[config.mk]
export PLATFORM = sky130hd
export DESIGN_NAME = spi_responder
export DESIGN_NICKNAME = d
export VERILOG_FILES = /design/src/rtl/spi_responder.sv
export SDC_FILE = /design/constraint.sdc
export NUM_CORES = 1
export LEC_CHECK = 0
export CAP_MARGIN = 20
export CORE_MARGIN = 8
export CORE_UTILIZATION = 59
export CTS_BUF_LIST = sky130_fd_sc_hd__clkbuf_8
export DETAILED_ROUTE_END_ITERATION = 10
export PLACE_DENSITY = 0.92
export REMOVE_ABC_BUFFERS = 1
export SLEW_MARGIN = 5
export SYNTH_ARGS = -nofsm -noshare
export SYNTH_HDL_FRONTEND = slang
export SYNTH_SLANG_ARGS = --single-unit
[constraint.sdc]
create_clock -name raw_clk -period 3.25 [get_ports raw_clk]
set_input_delay 0.65 -clock raw_clk [delete_from_list [all_inputs] [get_ports raw_clk]]
set_output_delay 0.65 -clock raw_clk [all_outputs]
set_load 0.01 [all_outputs]
[src/rtl/spi_responder.sv]
`default_nettype none
// ============================================================================
//  Module      : spi_responder
//  Description : SPI mode-0 responder on the raw_clk domain. Oversamples the
//                SPI pins and deserialises MOSI into bytes. Serialises a
//                host-supplied byte (or a fill byte) onto MISO. Uses a
//                one-byte strobe/full and ready/clear handshake.
//  Revision    : 1.0  initial release
// ============================================================================
module spi_responder #(
    parameter int         SYNC_STAGES = 2,
    parameter logic [7:0] FILL_BYTE   = 8'hFF
) (
    input  logic       raw_clk,
    input  logic       reset,
    input  logic       spi_cs,
    input  logic       spi_clk,
    input  logic       spi_mosi,
    output logic       spi_miso,
    output logic       spi_miso_oe,
    input  logic [7:0] tx_data,
    input  logic       tx_strobe,
    output logic       tx_full,
    output logic [7:0] rx_data,
    output logic       rx_ready,
    input  logic       rx_ready_clear,
    output logic       overrun,
    output logic       underrun,
    input  logic       status_clear,
    output logic       selected
);

    typedef enum logic [0:0] {
        ST_IDLE  = 1'b0,
        ST_SHIFT = 1'b1
    } state_t;

    // ------------------------------------------------------------------
    // Pin synchronisers and edge detectors
    // ------------------------------------------------------------------
    logic [SYNC_STAGES-1:0] r_cs_sync;
    logic [SYNC_STAGES-1:0] r_sclk_sync;
    logic [SYNC_STAGES-1:0] r_mosi_sync;
    logic                   r_cs_prev;
    logic                   r_sclk_prev;
    logic                   r_selected;

    logic w_cs_s;
    logic w_sclk_s;
    logic w_mosi_s;
    logic w_cs_fall;
    logic w_cs_rise;
    logic w_sclk_rise;
    logic w_sclk_fall;

    assign w_cs_s      = r_cs_sync[SYNC_STAGES-1];
    assign w_sclk_s    = r_sclk_sync[SYNC_STAGES-1];
    assign w_mosi_s    = r_mosi_sync[SYNC_STAGES-1];
    assign w_cs_fall   = r_cs_prev & ~w_cs_s;
    assign w_cs_rise   = ~r_cs_prev & w_cs_s;
    assign w_sclk_rise = ~r_sclk_prev & w_sclk_s;
    assign w_sclk_fall = r_sclk_prev & ~w_sclk_s;

    // Synchronise pins; the CS chain resets low so that a CS already held
    // low when reset releases never looks like a fall (it must rise first).
    always_ff @(posedge raw_clk or negedge reset) begin
        if (!reset) begin
            r_cs_sync   <= '0;
            r_sclk_sync <= '0;
            r_mosi_sync <= '0;
            r_cs_prev   <= 1'b0;
            r_sclk_prev <= 1'b0;
            r_selected  <= 1'b0;
        end else begin
            r_cs_sync   <= {r_cs_sync[SYNC_STAGES-2:0], spi_cs};
            r_sclk_sync <= {r_sclk_sync[SYNC_STAGES-2:0], spi_clk};
            r_mosi_sync <= {r_mosi_sync[SYNC_STAGES-2:0], spi_mosi};
            r_cs_prev   <= w_cs_s;
            r_sclk_prev <= w_sclk_s;
            r_selected  <= ~w_cs_s;
        end
    end

    // ------------------------------------------------------------------
    // Transfer state, shifters and handshake registers
    // ------------------------------------------------------------------
    state_t     r_state;
    logic [2:0] r_bit_count;
    logic [6:0] r_rx_shift;     // partial RX byte, newest bit in [0]
    logic [6:0] r_tx_shift;     // remaining TX bits; current bit lives in r_miso
    logic       r_miso;
    logic       r_miso_oe;
    logic [7:0] r_tx_hold;
    logic       r_tx_full;
    logic [7:0] r_rx_data;
    logic       r_rx_ready;
    logic       r_overrun;
    logic       r_underrun;

    logic [7:0] w_load_byte;
    logic       w_load;
    logic [7:0] w_rx_byte;

    // A load happens on CS fall in IDLE or on a byte-boundary SCLK fall.
    assign w_load_byte = r_tx_full ? r_tx_hold : FILL_BYTE;
    assign w_load      = (r_state == ST_IDLE) ? w_cs_fall
                       : (!w_cs_rise && w_sclk_fall && (r_bit_count == 3'd0));
    assign w_rx_byte   = {r_rx_shift, w_mosi_s};

    // Responder FSM with its datapath; clears are written before sets so a
    // flag set in the same cycle as its clear takes priority.
    always_ff @(posedge raw_clk or negedge reset) begin
        if (!reset) begin
            r_state     <= ST_IDLE;
            r_bit_count <= 3'd0;
            r_rx_shift  <= 7'd0;
            r_tx_shift  <= 7'd0;
            r_miso      <= 1'b1;
            r_miso_oe   <= 1'b0;
            r_tx_hold   <= 8'd0;
            r_tx_full   <= 1'b0;
            r_rx_data   <= 8'd0;
            r_rx_ready  <= 1'b0;
            r_overrun   <= 1'b0;
            r_underrun  <= 1'b0;
        end else begin
            if (rx_ready_clear) begin
                r_rx_ready <= 1'b0;
            end
            if (status_clear) begin
                r_overrun  <= 1'b0;
                r_underrun <= 1'b0;
            end

            case (r_state)
                ST_IDLE: begin
                    r_miso_oe <= 1'b0;
                    r_miso    <= 1'b1;
                    if (w_cs_fall) begin
                        r_state     <= ST_SHIFT;
                        r_bit_count <= 3'd0;
                        r_miso_oe   <= 1'b1;
                    end
                end

                ST_SHIFT: begin
                    if (w_cs_rise) begin
                        // Abort: drop partial RX and TX bytes.
                        r_state     <= ST_IDLE;
                        r_miso_oe   <= 1'b0;
                        r_miso      <= 1'b1;
                        r_bit_count <= 3'd0;
                        r_rx_shift  <= 7'd0;
                    end else begin
                        if (w_sclk_rise) begin
                            r_rx_shift  <= w_rx_byte[6:0];
                            r_bit_count <= r_bit_count + 3'd1;
                            if (r_bit_count == 3'd7) begin
                                r_rx_data  <= w_rx_byte;
                                r_rx_ready <= 1'b1;
                                if (r_rx_ready && !rx_ready_clear) begin
                                    r_overrun <= 1'b1;
                                end
                            end
                        end
                        if (w_sclk_fall && (r_bit_count != 3'd0)) begin
                            r_miso     <= r_tx_shift[6];
                            r_tx_shift <= {r_tx_shift[5:0], 1'b0};
                        end
                    end
                end

                default: begin
                    r_state <= ST_IDLE;
                end
            endcase

            // Shifter load: consume the holding register or fall back to fill.
            if (w_load) begin
                r_miso     <= w_load_byte[7];
                r_tx_shift <= w_load_byte[6:0];
                if (r_tx_full) begin
                    r_tx_full <= 1'b0;
                end else begin
                    r_underrun <= 1'b1;
                end
            end

            // Host write only lands in an empty register (as seen this cycle).
            if (tx_strobe && !r_tx_full) begin
                r_tx_hold <= tx_data;
                r_tx_full <= 1'b1;
            end
        end
    end

    assign spi_miso    = r_miso;
    assign spi_miso_oe = r_miso_oe;
    assign tx_full     = r_tx_full;
    assign rx_data     = r_rx_data;
    assign rx_ready    = r_rx_ready;
    assign overrun     = r_overrun;
    assign underrun    = r_underrun;
    assign selected    = r_selected;

endmodule
`default_nettype wire

### After elaboration in Yosys (flattened, before gate mapping)

Cells that the tools add are included.

| storage, ports and cells | value |
|---|---|
| register bits | 49 |
| latch bits | 0 |
| RAM bits | 0 |
| memory bits (read-only) | 0 |
| input port bits | 16 |
| memories | 0 |

| operators by class | value |
|---|---|
| $add $sub $neg | 1 |
| multiply operators | 0 |
| divide/modulo/power cells | 0 |
| magnitude comparators | 0 |
| eq/ne operators | 6 |
| shifts and indexed selects | 0 |
| mux-type cells | 37 |
| bitwise operators | 10 |
| reduce and logical (&&, ||, !) cells | 18 |

Operators by type and width:

| cell | count |
|---|---|
| two-way mux 7 bit | 6 |
| two-way mux 1 bit | 23 |
| two-way mux 3 bit | 3 |
| two-way mux 8 bit | 1 |
| nonzero test 2 bit | 4 |
| NOT 1 bit | 6 |
| case mux 1 bit (2 select lines) | 3 |
| case mux 3 bit (2 select lines) | 1 |
| logical AND 1 bit | 5 |
| AND 1 bit | 4 |
| inequality test 2 bit, second input constant | 2 |
| inequality test 4 x 2 -> 1 bit, second input constant | 1 |
| AND reduction 2 bit | 2 |
| AND reduction 4 bit | 1 |
| adder 3 x 1 -> 3 bit, second input constant | 1 |
| equality test 3 bit, second input constant | 1 |
| logical NOT 1 bit | 3 |
| logical NOT 3 bit | 1 |
| inequality test 3 bit, second input constant | 1 |
| AND reduction 3 bit | 1 |
| nonzero test 3 bit | 1 |
| inequality test 2 x 1 -> 1 bit, second input constant | 1 |

### Logic depth before layout (Yosys ltp)

| depth | value |
|---|---|
| depth after elaboration | 8 |
| gate-level depth with buffers | 6 |
| depth with buffers taken out | 6 |

### Worst setup path after synthesis

No wires, ideal clock.

| timing path | value |
|---|---|
| path kind | input to register |
| start point | in tx_strobe |
| end point | reg r_tx_hold[0] |
| library setup time | 125 ps |
| arrival time | 1415 ps |
| required time | 3125 ps |
| path slack | 1710 ps |
| stages on the path | 3 |
| path buffers | 1 |
| path through | nor2b_1 > clkbuf_1 > mux2_2 |

| on the way | value |
|---|---|
| longest elaborated chain between the ends | 1 |

Ends and longest elaborated chain:

| what | line | RTL |
|---|---|---|
| start: declaration | 22 | `input logic tx_strobe,` |
| logical AND 1 bit | 190 | `if (tx_strobe && !r_tx_full) begin` |
| end signal: assignment | 191 | `r_tx_hold <= tx_data;` |
| end: declaration | 93 | `logic [7:0] r_tx_hold;` |

No other way between the ends.
A chain may end at the register's enable or synchronous reset.

### Final worst setup path

| timing path | value |
|---|---|
| start point | reg r_tx_full (netlist: tx_full) |
| end point | out tx_full |

RTL lines:

| what | line | RTL |
|---|---|---|
| start: declaration | 94 | `logic r_tx_full;` |
| start signal: assignment | 121 | `r_tx_full <= 1'b0;` |
| start signal: assignment | 183 | `r_tx_full <= 1'b0;` |
| start signal: assignment | 192 | `r_tx_full <= 1'b1;` |
| end: declaration | 23 | `output logic tx_full,` |

No word-level cell between the ends.

==> results.sh <==
export IMPL_detail_route_antenna_nets=0
export IMPL_critical_path_top_delay_family="buffers and inverters"
export IMPL_n_antenna_cell=0
export IMPL_vias=1216
export IMPL_ir_drop_mv=0.3413
export IMPL_dr_wl_met2_um=1795
export IMPL_path_cells="clkdlybuf4s50_1"
export IMPL_dominantRegCellSynth="sky130_fd_sc_hd__dfrtp_1"
export IMPL_cts_post_setup_buffers_inserted=0
export IMPL_cts_sinks=49
export IMPL_p_leak_nw=1.155
export IMPL_globalplace_congestion=0.8132
export IMPL_layout_area_overhead_vs_synth_pct=21.76
export IMPL_detailedRoute_firstPassIterationCount=4
export IMPL_drv_cap=0
export IMPL_core_area_um2=3311
export IMPL_yosys_register_bits=49
export IMPL_critPathLaunchType="flip-flop"
export IMPL_end_kind="output pin"
export IMPL_htree_num_levels=2
export IMPL_grt_setup_unrepaired="false"
export IMPL_route_detailed_wl_per_inst_um=16.04
export IMPL_dr_top_layer="met4"
export IMPL_grt_pass1_vias=1263
export IMPL_finalMaxSlewViolations=0
export IMPL_synth_sequential_area_ratio_pct=61.16
export IMPL_timing_final_ws_setup_ns=1.120
export IMPL_actual_slew_at_the_worst_max_slew_pin_ns=0.8867
export IMPL_grt_first_pass_wirelength_um=6058
export IMPL_placementRows=21
export IMPL_num_nets_final=196
export IMPL_clkLatencyLatePin_ns=0.31
export IMPL_setup_tns_ns=0
export IMPL_gr_total_overflow=0
export IMPL_port_buffer_count=30
export IMPL_proportion_of_synthesized_flip_flops_having_asynchronous_set_or_reset_pct=100.0
export IMPL_maxClockFrequency_mhz=469.6
export IMPL_yosys_area_top_type="sky130_fd_sc_hd__dfrtp_1"
export IMPL_drive_gt1_share_pct=22.47
export IMPL_antenna_found_initial=0
export IMPL_cts_hold_repair_buffers=0
export IMPL_dr_wl_met3_um=264
export IMPL_clock_tree_buffer_depth=2
export IMPL_design_die_area_um2=5523
export IMPL_ctsResizeCount=0
export IMPL_timing_critical_path_slowest_stage_cell="sky130_fd_sc_hd__clkdlybuf4s50_1"
export IMPL_detailedPlacementHpwl_um=2682
export IMPL_detail_route_wirelength_met1_um=1454
export IMPL_yosys_warnings=0
export IMPL_finalWorstPathRequiredPeriod_ns=2.130
export IMPL_clk_root_buffer_cell="sky130_fd_sc_hd__clkbuf_8"
export IMPL_path_class="reg -> out"
export IMPL_timing_final_hold_violations=0
export IMPL_drc=0
export IMPL_critical_path_max_stage_delay_ns=0.61
export IMPL_worstPathRequired_ns=2.60
export IMPL_num_io_pins=31
export IMPL_cp_data_arrival_time_ns=1.48
export IMPL_effective_utilization_at_floorplan_pct=60.62
export IMPL_library_cells_used_by_synthesis=33
export IMPL_pwr_density_cell_nw_per_um2=611.9
export IMPL_synth_edff_count=0
export IMPL_syn_inst=143
export IMPL_tritoncts_clock_tree="built"
export IMPL_vertical_die_dimension_um=74.32
export IMPL_clock_transition_at_path_regs_ns=0.08
export IMPL_pre_cts_slack_ns=1.001
export IMPL_tritoncts_buffers=5
export IMPL_track_usage_pct=14.91
export IMPL_holdCritPathClass="in -> async"
export IMPL_max_slew_margin_pct=40.61
export IMPL_status="finished, final reports clean"
export IMPL_detail_route_vias_per_cell=5.429
export IMPL_yosys_top_cells_count="48 x sky130_fd_sc_hd__dfrtp_1, 11 x sky130_fd_sc_hd__nand2_1, 9 x sky130_fd_sc_hd__mux2_2, 8 x sky130_fd_sc_hd__mux2_4, 8 x sky130_fd_sc_hd__nand2b_1"
export IMPL_synth_top_area_share_pct=59.85
export IMPL_drt_total_wl_um=3593
export IMPL_netlist_top_cells_area="sky130_fd_sc_hd__dfrtp_1 60%, sky130_fd_sc_hd__mux2_4 6.0%, sky130_fd_sc_hd__mux2_2 5.0%, sky130_fd_sc_hd__mux2i_1 3.5%, sky130_fd_sc_hd__a22o_2 3.0%"
export IMPL_setup_viol_count_final=0
export IMPL_fin_crit_sh_pct=65.53
export IMPL_postSynthAreaPerCell_um2=14.03
export IMPL_synth_most_common_cell="sky130_fd_sc_hd__dfrtp_1"
export IMPL_chipWidth_um=74.32
export IMPL_final_setup_skew_ns=0.009585
export IMPL_grt_start_max_net_pins=50
export IMPL_worst_path_buf_inv=1
export IMPL_detailedRoute_firstIterationViolations=67
export IMPL_mappedNetlistArea_um2=2007
export IMPL_critical_path_max_fanout=12
cells by family after synthesis:
kind of cell | synth area share, %
AOI/OAI and AO/OA | 9.975
and+or+nand+nor | 10.35
adders and majority gates | 1.871
DFF | 61.16
buffers and inverters | 2.120
muxes | 14.53
placed cells by master (no fill, tap or decap), types with 2 or more instances in the layout:
cell type and instances:
sky130_fd_sc_hd__dfrtp_1 48, sky130_fd_sc_hd__nor2b_1 4, sky130_fd_sc_hd__inv_1 6, sky130_fd_sc_hd__mux2_2 9, sky130_fd_sc_hd__clkbuf_8 5, sky130_fd_sc_hd__a22o_1 2, sky130_fd_sc_hd__a22o_2 6, sky130_fd_sc_hd__a21o_1 2
sky130_fd_sc_hd__nand2_1 11, sky130_fd_sc_hd__mux2i_1 7, sky130_fd_sc_hd__clkdlybuf4s50_1 29, sky130_fd_sc_hd__and2b_1 2, sky130_fd_sc_hd__mux2_4 8, sky130_fd_sc_hd__o21ai_0 7, sky130_fd_sc_hd__clkinvlp_4 2, sky130_fd_sc_hd__o22ai_1 2
sky130_fd_sc_hd__nand2b_1 8, sky130_fd_sc_hd__ha_1 3
registers in the layout, summed over array words and instances, names as in the netlist, 2 cells and up:
name / cells
rx_data: 8
r_rx_shift: 7
r_bit_count: 3
r_sclk_sync: 2
r_cs_sync: 2
r_tx_shift: 7
r_mosi_sync: 2
r_tx_hold: 8
through the flow:
stage	instance area [um2]	util, %	hold slack (ns)	std cells	power [mW]
4_1_cts	2424	73.20	0.3575	223	1.507
3_3_place_gp	2336	70.56	0.3329	215	1.130
2_1_floorplan	1983	-	0.3312	139	1.035
5_1_grt	2444	73.81	0.2392	224	1.587
6_report	2444	73.81	0.2191	224	1.495
3_5_place_dp	2336	70.56	0.3396	215	1.165
layer usage:
layer / up-vias / global-route usage (%)
met4: 0 / 7.174
met5: - / 0
met2: 36 / 24.32
met1: 607 / 16.50
met3: 7 / 6.199
li1: 566 / -
layout make-up:
class	count	area (um2)
fillers	232	867.1
flip-flops and latches	49	1227
inverters	5	18.77
repair buffers	31	315.3
clock buffers	5	68.82
well taps	46	57.56
clock inverters	3	18.77
multi-input cells	85	737.0
path summary, 6_finish.rpt:
| kind | startpoint | end | slack [ns] | cells past startpoint |
|---|---|---|---|---|
| setup / recovery | tx_full$_DFFE_PN0P_ | tx_full | 1.12 | 1 |
| hold / removal | reset | spi_miso_oe$_DFFE_PN0P_ | 0.22 | 1 |
| setup reg to reg | r_cs_prev$_DFF_PN0_ | r_tx_shift[6]$_DFFE_PN0P_ | 1.50 | 3 |
| hold reg to reg | r_sclk_sync[0]$_DFF_PN0_ | r_sclk_sync[1]$_DFF_PN0_ | 0.36 | 0 |
| max in group asynchronous | reset | r_tx_hold[6]$_DFFE_PN0P_ | 2.55 | 2 |
| min in group raw_clk | r_sclk_sync[0]$_DFF_PN0_ | r_sclk_sync[1]$_DFF_PN0_ | 0.36 | 0 |
report_power, final:
part	leakage [nW]	internal (mW)	switching (mW)
combinational	0.491	0.187	0.142
sequential	0.623	0.735	0.0884
clock	0.0416	0.148	0.194
total	1.15	1.07	0.425
Note: power is estimated with default switching activity, not from simulation.
